===== src/rtl/usr_pkg.sv =====
// Shared definitions for the universal shift register: mode codes and the
// burst FSM state type.
package usr_pkg;

  localparam logic [2:0] MODE_HOLD = 3'b000;
  localparam logic [2:0] MODE_SHR  = 3'b001;
  localparam logic [2:0] MODE_SHL  = 3'b010;
  localparam logic [2:0] MODE_LOAD = 3'b011;
  localparam logic [2:0] MODE_ROR  = 3'b100;
  localparam logic [2:0] MODE_ROL  = 3'b101;
  localparam logic [2:0] MODE_ASR  = 3'b110;
  localparam logic [2:0] MODE_RSVD = 3'b111;

  typedef enum logic [1:0] {
    ST_IDLE = 2'b00,
    ST_RUN  = 2'b01,
    ST_FIN  = 2'b10
  } state_t;

endpackage


===== src/rtl/usr_step_unit.sv =====
// Combinational one-step next-value function of the shift register.
// Used for both single-step operation and each step of a burst.
module usr_step_unit
  import usr_pkg::*;
#(
  parameter int WIDTH = 8
) (
  input  logic [WIDTH-1:0] i_reg,
  input  logic [2:0]       i_mode,
  input  logic [WIDTH-1:0] i_d,
  input  logic             i_sir,
  input  logic             i_sil,
  output logic [WIDTH-1:0] o_next
);

  always_comb begin
    o_next = i_reg;
    case (i_mode)
      MODE_SHR:  o_next = {i_sir, i_reg[WIDTH-1:1]};
      MODE_SHL:  o_next = {i_reg[WIDTH-2:0], i_sil};
      MODE_LOAD: o_next = i_d;
      MODE_ROR:  o_next = {i_reg[0], i_reg[WIDTH-1:1]};
      MODE_ROL:  o_next = {i_reg[WIDTH-2:0], i_reg[WIDTH-1]};
      MODE_ASR:  o_next = {i_reg[WIDTH-1], i_reg[WIDTH-1:1]};
      default:   o_next = i_reg;
    endcase
  end

endmodule


===== src/rtl/universal_shift_register.sv =====
// WIDTH-bit universal shift register with single-step mode and a burst
// engine that repeats one latched operation up to WIDTH times.
module universal_shift_register
  import usr_pkg::*;
#(
  parameter  int WIDTH = 8,
  localparam int CW    = $clog2(WIDTH + 1)
) (
  input  logic             i_clk,
  input  logic             i_rst_n,
  input  logic [WIDTH-1:0] i_d,
  input  logic [2:0]       i_s,
  input  logic             i_sir,
  input  logic             i_sil,
  input  logic             i_start,
  input  logic [CW-1:0]    i_cnt,
  input  logic             i_oe,
  output logic [WIDTH-1:0] o_q,
  output logic             o_sor,
  output logic             o_sol,
  output logic             o_busy,
  output logic             o_done
);

  localparam logic [CW-1:0] CNT_MAX = CW'(WIDTH);

  logic [WIDTH-1:0] r_reg;
  state_t           r_state;
  logic [CW-1:0]    r_remaining;
  logic [2:0]       r_mode;
  logic             r_busy;
  logic             r_done;

  logic [WIDTH-1:0] w_next;
  logic [2:0]       w_mode;
  logic [CW-1:0]    w_clamped;
  logic [CW-1:0]    w_start_cnt;

  // During a burst the latched mode drives the step unit; otherwise S is live.
  assign w_mode = (r_state == ST_RUN) ? r_mode : i_s;

  always_comb begin
    w_clamped   = (i_cnt > CNT_MAX) ? CNT_MAX : i_cnt;
    w_start_cnt = (i_s == MODE_LOAD) ? CW'(1) : w_clamped;
  end

  usr_step_unit #(
    .WIDTH(WIDTH)
  ) u_step (
    .i_reg (r_reg),
    .i_mode(w_mode),
    .i_d   (i_d),
    .i_sir (i_sir),
    .i_sil (i_sil),
    .o_next(w_next)
  );

  always_ff @(posedge i_clk or negedge i_rst_n) begin
    if (!i_rst_n) begin
      r_reg       <= '0;
      r_state     <= ST_IDLE;
      r_remaining <= '0;
      r_mode      <= MODE_HOLD;
      r_busy      <= 1'b0;
      r_done      <= 1'b0;
    end else begin
      case (r_state)
        ST_IDLE: begin
          if (i_start) begin
            // The request edge itself performs no operation.
            r_mode      <= i_s;
            r_remaining <= w_start_cnt;
            if (w_start_cnt == '0) begin
              r_state <= ST_FIN;
              r_done  <= 1'b1;
            end else begin
              r_state <= ST_RUN;
              r_busy  <= 1'b1;
            end
          end else begin
            r_reg <= w_next;
          end
        end
        ST_RUN: begin
          r_reg       <= w_next;
          r_remaining <= r_remaining - CW'(1);
          if (r_remaining == CW'(1)) begin
            r_state <= ST_FIN;
            r_busy  <= 1'b0;
            r_done  <= 1'b1;
          end
        end
        ST_FIN: begin
          r_state <= ST_IDLE;
          r_done  <= 1'b0;
        end
        default: begin
          r_state <= ST_IDLE;
          r_busy  <= 1'b0;
          r_done  <= 1'b0;
        end
      endcase
    end
  end

  assign o_q    = i_oe ? r_reg : '0;
  assign o_sor  = r_reg[0];
  assign o_sol  = r_reg[WIDTH-1];
  assign o_busy = r_busy;
  assign o_done = r_done;

endmodule


===== config.mk =====
export PLATFORM = sky130hd
export DESIGN_NAME = universal_shift_register
export DESIGN_NICKNAME = d
export VERILOG_FILES = /design/src/rtl/usr_pkg.sv /design/src/rtl/usr_step_unit.sv /design/src/rtl/universal_shift_register.sv
export SDC_FILE = /design/constraint.sdc
export NUM_CORES = 1
export LEC_CHECK = 0
export BUFFER_PORTS_ARGS = -buffer_cell sky130_fd_sc_hd__buf_2
export CAP_MARGIN = 30
export CORE_ASPECT_RATIO = 0.9
export CORE_UTILIZATION = 48
export DETAILED_ROUTE_END_ITERATION = 16
export GPL_ROUTABILITY_DRIVEN = 0
export GPL_TIMING_DRIVEN = 0
export PLACE_DENSITY = 0.74
export RECOVER_POWER = 50
export SLEW_MARGIN = 20
export SYNTH_ARGS = -nofsm -noshare
export SYNTH_HDL_FRONTEND = slang
export SYNTH_SLANG_ARGS = --single-unit

===== constraint.sdc =====
create_clock -name i_clk -period 1.64 [get_ports i_clk]
set_input_delay 0.082 -clock i_clk [delete_from_list [all_inputs] [get_ports i_clk]]
set_output_delay 0.082 -clock i_clk [all_outputs]
set_load 0.02 [all_outputs]

==> metrics, run 1 <==
DPL Wire Length 2.38 mm; Hold EP r_remaining[2]; Post-synth EDFFs 0; Sink Count 19; VDD IR max 1.03 mV; ranking of synthesized cells by area dfrtp_1, nor2_1, and2_1; Overflow after GRT 0; dominant cell type by area after synthesis dfrtp_1; syn_nets 163; latest clock arrival within the worst-skew pair 0.30 ns; fin crit period 1.76 ns; Hold/Removal Path Class input port to flip-flop; clk_skew 0.00185 ns; Gate Count Post-Synth 140; total power 3.67 mW; RR Startpoint r_state[0]; Finished Cell Area 1760 um2; # setup viols final 8; main flop type after synthesis dfrtp_1; flop2flop setup slack -0.12 ns; core area 2550 um2; Max Fclk 0.569 GHz; chip height 52.4 um; Pint 1.97 mW; Placed Instances 200; area post-placement 1550 um2; crit end category flip-flop; max reg flops 8; reg2reg end r_reg[6]; Final nets 206; antenna cells 0; violated checks design-rule violations, negative setup slack; CTS tree done; fin. max-slew vios 0; Iter 0 DRT Violations 61; async set-or-reset flop fraction in the synthesized netlist 100%; Worst Setup Slack, final -0.117 ns; Post-Layout Cell Count 210; hold slack 0.0550 ns; yosys warns 0; pre-CTS setup slack -0.219 ns; wire per inst 15.9 um; relative slew slack 27.1%; IO Pins 33; sequential share of power 27.2%; Die Wd 58.0 um; Area growth syn-to-layout 30.0%; Port Buffers 32; Max Cap Violations 0; clock power share 6.8%; Worst EP arrival 1.98 ns; register area share after synthesis 35.2%; pin count of the biggest net entering global routing 20; Reg2Reg Depth 6; H-tree depth 1; Mapped Area 1350 um2; power per cell area 2090 nW/um2; Syn Area/Cell 9.66 um2; Row Count 17; vias post-DR 1265; first-pass GRT wire length 5.49 mm; Pre-antenna DRT Iters 10; initial core utilization 53.0%; switching share of power 46.1%; #FFs+latches synth 19; RSZ-0062 raised after global routing true; CTS root buf clkbuf_4; DRC 1; share of cells above drive strength 1 39.6%; Util after Layout 68.9%; WS Path Type flip-flop to flip-flop; drt total wl 3.33 mm; Netlist cell types 44; top post-synthesis cells by count dfrtp_1, nor2_1, nand2_1; Setup crit start kind flip-flop; CP max FO 8; die area 3030 um2; final hold vios 0; initial antenna violation count 0; Switching Power 1.69 mW; Pleak 0.777 nW; Yosys top cell area share 35.2%; total track usage 24.0%; clock tree buffer depth 2; combinational fraction of design power 66.0%; clock-pin slew on the worst setup and hold paths 0.11 ns; Least-Margin Pin Slew 1.09 ns; vias per cell 6.02; CTS buffer count 3; hold path depth 3; Hold Startpoint i_cnt[2]; vias in the first global route 1217; Tcrit/Tclk final 107%; CP required 1.86 ns; ANT nets after route 0; sum of negative setup slack -0.480 ns; status complete, but fails checks
==> layer usage <==
metal / global-route usage [%] / vias up / share of wire, %
met2: 38.1 / 36 / 47
met3: 4.69 / 6 / 4.5
met1: 31.9 / 605 / 47
met5: 0 / - / 0
met4: 10.3 / 0 / 1.6
li1: - / 618 / -
==> power by group through the flow <==
stage	clock, mW	combinational (mW)	sequential (mW)
2_1_floorplan	0	1.55	0.959
6_report	0.247	2.42	0.998
3_5_place_dp	0	2.00	0.966
4_1_cts	0.259	2.24	0.973
3_3_place_gp	0	1.94	0.957
5_1_grt	0.273	2.63	1.04
==> critical path: stages, from the launching register on <==
cell and delay [ns]:
dfrtp_1 0.44, nand2b_4 0.20, mux2i_4 0.31, mux2i_4 0.34
buf_6 0.15, nor2_4 0.03, o31ai_2 0.21
==> area by class of cell <==
class	instances	area (um2)
Sequential cell	19	475
Clock inverter	1	5.00
Inverter	6	22.5
Clock buffer	3	22.5
Buffer	4	46.3
Multi-Input combinational cell	110	936
Tap cell	28	35.0
Timing Repair Buffer	39	215
Fill cell	214	795
==> placed cells by master, fill, tap and decap left out, types with 2 or more instances in the layout <==
| master | n |
|---|---|
| o31ai_2 | 2 |
| nor2b_4 | 2 |
| and4bb_2 | 2 |
| mux2i_4 | 4 |
| nand2_1 | 11 |
| o21ai_0 | 3 |
| buf_4 | 5 |
| a211oi_1 | 2 |
| a31oi_1 | 3 |
| o22ai_1 | 8 |
| and2_1 | 8 |
| nand3_1 | 2 |
| inv_1 | 6 |
| nor3_1 | 2 |
| a21oi_1 | 5 |
| nor2_1 | 16 |
| buf_2 | 29 |
| nor2_4 | 2 |
| clkbuf_4 | 5 |
| dfrtp_1 | 19 |
| buf_6 | 2 |
| o31ai_1 | 4 |
| o211ai_1 | 2 |
| clkbuf_1 | 3 |
| mux2_2 | 4 |
| nand4b_1 | 2 |
| ha_1 | 2 |
==> worst max-delay path by stage <==
| stage | end | cells after the start | slack (ns) | startpoint |
|---|---|---|---|---|
| 2_1_floorplan | r_reg[7] | 7 | 0.004 | r_state[1] |
| 3_3_place_gp | r_reg[2] | 6 | -0.18 | r_state[1] |
| 3_5_place_dp | r_reg[3] | 6 | -0.22 | r_state[1] |
| 4_1_cts | r_reg[3] | 5 | -0.09 | r_state[1] |
| 5_1_grt | r_reg[6] | 6 | -0.21 | r_state[1] |
| 6_report | r_reg[6] | 6 | -0.12 | r_state[0] |
==> kinds of logic after synthesis <==
logic type               synth area share, %
multiplexers                            10.4
adder cells (fa/ha/maj)                 1.85
flip-flops                              35.2
AO/OA/AOI/OAI                           26.5
buffers and inverters                   5.09
AND/OR/NAND/NOR                         21.0
==> repair_timing <==
| item | in CTS | in global routing |
|---|---|---|
| hold buffers | 1 | 0 |
| endpoints found under the setup margin | 11 | 13 |
| setup buffers | 4 | 2 |
| gates resized for setup | 16 | 11 |
| cloned | 0 | 0 |
| pin swaps | 10 | 2 |
| endpoints found under the hold margin | 19 | 0 |
Note: power is estimated with default switching activity, not from simulation.
==> inputs of run 2 (changes only) <==
- RECOVER_POWER: 50 -> 100
- REMOVE_ABC_BUFFERS: default -> 1
==> run 2 against run 1 <==
Against the previous run:
- the flow still finishes with violations (design-rule violations, negative setup slack)
- count of clock-buffer cells in the layout increased by 1
- combinational power increased by 2%
- non-clock buffer count increased by 2
- setup slack got worse by 0.051 ns
- utilization increased by 1.0 points
- critical path type unchanged
- highest routed layer unchanged
- hold slack got worse by 0.0036 ns
- maximum frequency decreased by 2.8%
- via count increased by 6.0%
- global-route usage increased by 0.63 points
- clock power decreased by 4%
- critical endpoint is now r_reg[4]
- clock skew increased by 0.013 ns
==> metrics, run 2 (same netlist as run 1, synthesis figures left out) <==
status complete, but fails checks; violated checks design-rule violations, negative setup slack; Max Fclk 0.553 GHz (-2.8%); initial core utilization 53.0% (unchanged); VDD IR max 1.17 mV (+13%); drt total wl 3.64 mm (+9.3%); Iter 0 DRT Violations 64 (+4.9%); total track usage 24.7% (+0.63 points); most frequent cells in the layout buf_2, nor2_1, dfrtp_1, clkbuf_1, nand2_1; pre-CTS setup slack -1.07 ns (-0.852 ns); fin. max-slew vios 0 (unchanged); initial antenna violation count 0 (unchanged); vias per cell 6.27 (+4.0%); CTS root buf clkbuf_4; switching share of power 47.3% (+1.2 points); CTS buffer count 3 (unchanged); pin count of the biggest net entering global routing 20 (unchanged); CP required 1.83 ns (-0.03 ns); CP delay by family, top compound AO/OA/AOI/OAI gates; clock tree buffer depth 2 (unchanged); CTS tree done; Pint 1.97 mW (about the same); Die Wd 58.0 um (unchanged); Row Count 17 (unchanged); relative slew slack 29.6% (+2.5 points); Switching Power 1.77 mW (+4.8%); H-tree depth 1 (unchanged); Tcrit/Tclk final 110% (+3.1 points); Least-Margin Pin Slew 1.06 ns (-0.0370 ns); ANT nets after route 0 (unchanged); Worst EP arrival 2.00 ns (+0.02 ns); Pleak 0.747 nW (-3.9%); clk_skew 0.0152 ns (+0.0133 ns); Critical Path Max Stage Delay 0.46 ns (+0.02 ns); Final nets 210 (+1.9%); die area 3030 um2 (unchanged); fin crit period 1.81 ns (+0.0506 ns); combinational fraction of design power 66.1% (about the same); Max Cap Violations 0 (unchanged); sequential share of power 27.6% (+0.4 points); latest clock arrival within the worst-skew pair 0.30 ns (about the same); power per cell area 2100 nW/um2 (+0.67%); vias post-DR 1341 (+6.0%); wire per inst 17.0 um (+7.2%); clock-pin slew on the worst setup and hold paths 0.11 ns (about the same); WS Path Type flip-flop to flip-flop; commonest non-fill, non-tap cell in the layout buf_2; Worst Setup Slack, final -0.168 ns (-0.0506 ns); DRC 2 (+1); Pre-antenna DRT Iters 10 (unchanged); chip height 52.4 um (unchanged); # setup viols final 8 (unchanged); Port Buffers 32 (unchanged); Hold/Removal Path Class input port to flip-flop; share of cells above drive strength 1 37.1% (-2.5 points); max reg flops 8 (unchanged); Sink Count 19 (unchanged); CP startpoint r_state[1]; Buf/Inv on CP 1 (unchanged); Overflow after GRT 0 (unchanged); DPL Wire Length 2.19 mm (-8.1%); core area 2550 um2 (unchanged); vias in the first global route 1167 (-4.1%); Slowest-stage cell, CP nor4bb_2; Area growth syn-to-layout 31.9%; worst-path cell chain buf_4 -> nor4bb_2 -> a31oi_4 -> a2bb2oi_4 -> o22ai_1 -> o31ai_1; Setup crit start kind flip-flop; antenna cells 0 (unchanged); CP max FO 8 (unchanged); final hold vios 0 (unchanged); IO Pins 33 (unchanged); Hold Startpoint i_cnt[2]; crit end category flip-flop; Util after Layout 69.9% (+1.0 points); first-pass GRT wire length 5.53 mm (+0.88%); clock power share 6.3% (-0.5 points); RSZ-0062 raised after global routing true; RR Startpoint r_state[1]
==> run 2: cell types whose count changed in the layout (fill, tap and decap cells not counted), sizes merged <==
cell / change
nand2b: +1
clkbuf: +9
buf: -6
o221ai: +1
clkinv: -1
==> run 2: cell type report <==
type	instances	area, um2
Clock buffer	4	26.3
Tap cell	28	35.0
Sequential cell	19	478
Timing Repair Buffer	45	255
Fill cell	205	768
Inverter	6	22.5
Multi-Input combinational cell	112	967
==> run 2: worst paths after layout <==
check / to / slack [ns] / depth (start not counted)
min reg2reg: o_done / 0.52 / 2
min in group asynchronous: r_reg[4] / 0.47 / 2
max reg2reg: r_reg[4] / -0.17 / 6
min: r_remaining[2] / 0.05 / 3
max in group asynchronous: r_state[1] / 0.45 / 2
max: r_reg[4] / -0.17 / 6
==> run 2: through the flow <==
step | hold slack, ns | TNS, ns | cells | power [mW] | cell area (um2)
after CTS | 0.0436 | -0.715 | 211 | 3.51 | 1730
after global placement | 0.0415 | -7.68 | 195 | 2.74 | 1500
after detailed placement | 0.0480 | -8.49 | 195 | 2.81 | 1500
after global routing | 0.0489 | -1.51 | 214 | 4.00 | 1780
after floorplan | -0.214 | -4.59 | 135 | 2.37 | 1310
final | 0.0514 | -0.961 | 214 | 3.75 | 1780
==> run 2: tightest hold or removal path: stages <==
cell      delay, ns
buf_2          0.10
nand4b_1       0.08
a21oi_1        0.06
==> run 2: timing repair <==
action	CTS	global route
resized for setup	20	10
pin swaps	9	6
endpoints found under the hold margin	19	0
setup endpoints to repair	14	11
setup buffers	9	3
hold buffers	1	0
gates cloned	2	0
==> run 2: routing by layer <==
layer | share of wire [%] | vias to the layer above | routed length [um] | global-route usage (%)
met1 | 44 | 654 | 1600 | 33.7
met3 | 5.7 | 9 | 207 | 5.19
met4 | 2.1 | 0 | 76 | 9.92
met5 | 0 | - | 0 | 0
met2 | 48 | 49 | 1760 | 38.1
li1 | - | 629 | - | -
==> run 2: power by group through the flow <==
stage | clock network, mW | logic, mW | registers, mW
floorplan | 0 | 1.39 | 0.989
global placement | 0 | 1.75 | 0.995
detailed placement | 0 | 1.80 | 1.01
CTS | 0.250 | 2.27 | 0.995
global route | 0.266 | 2.67 | 1.06
finish | 0.236 | 2.48 | 1.03
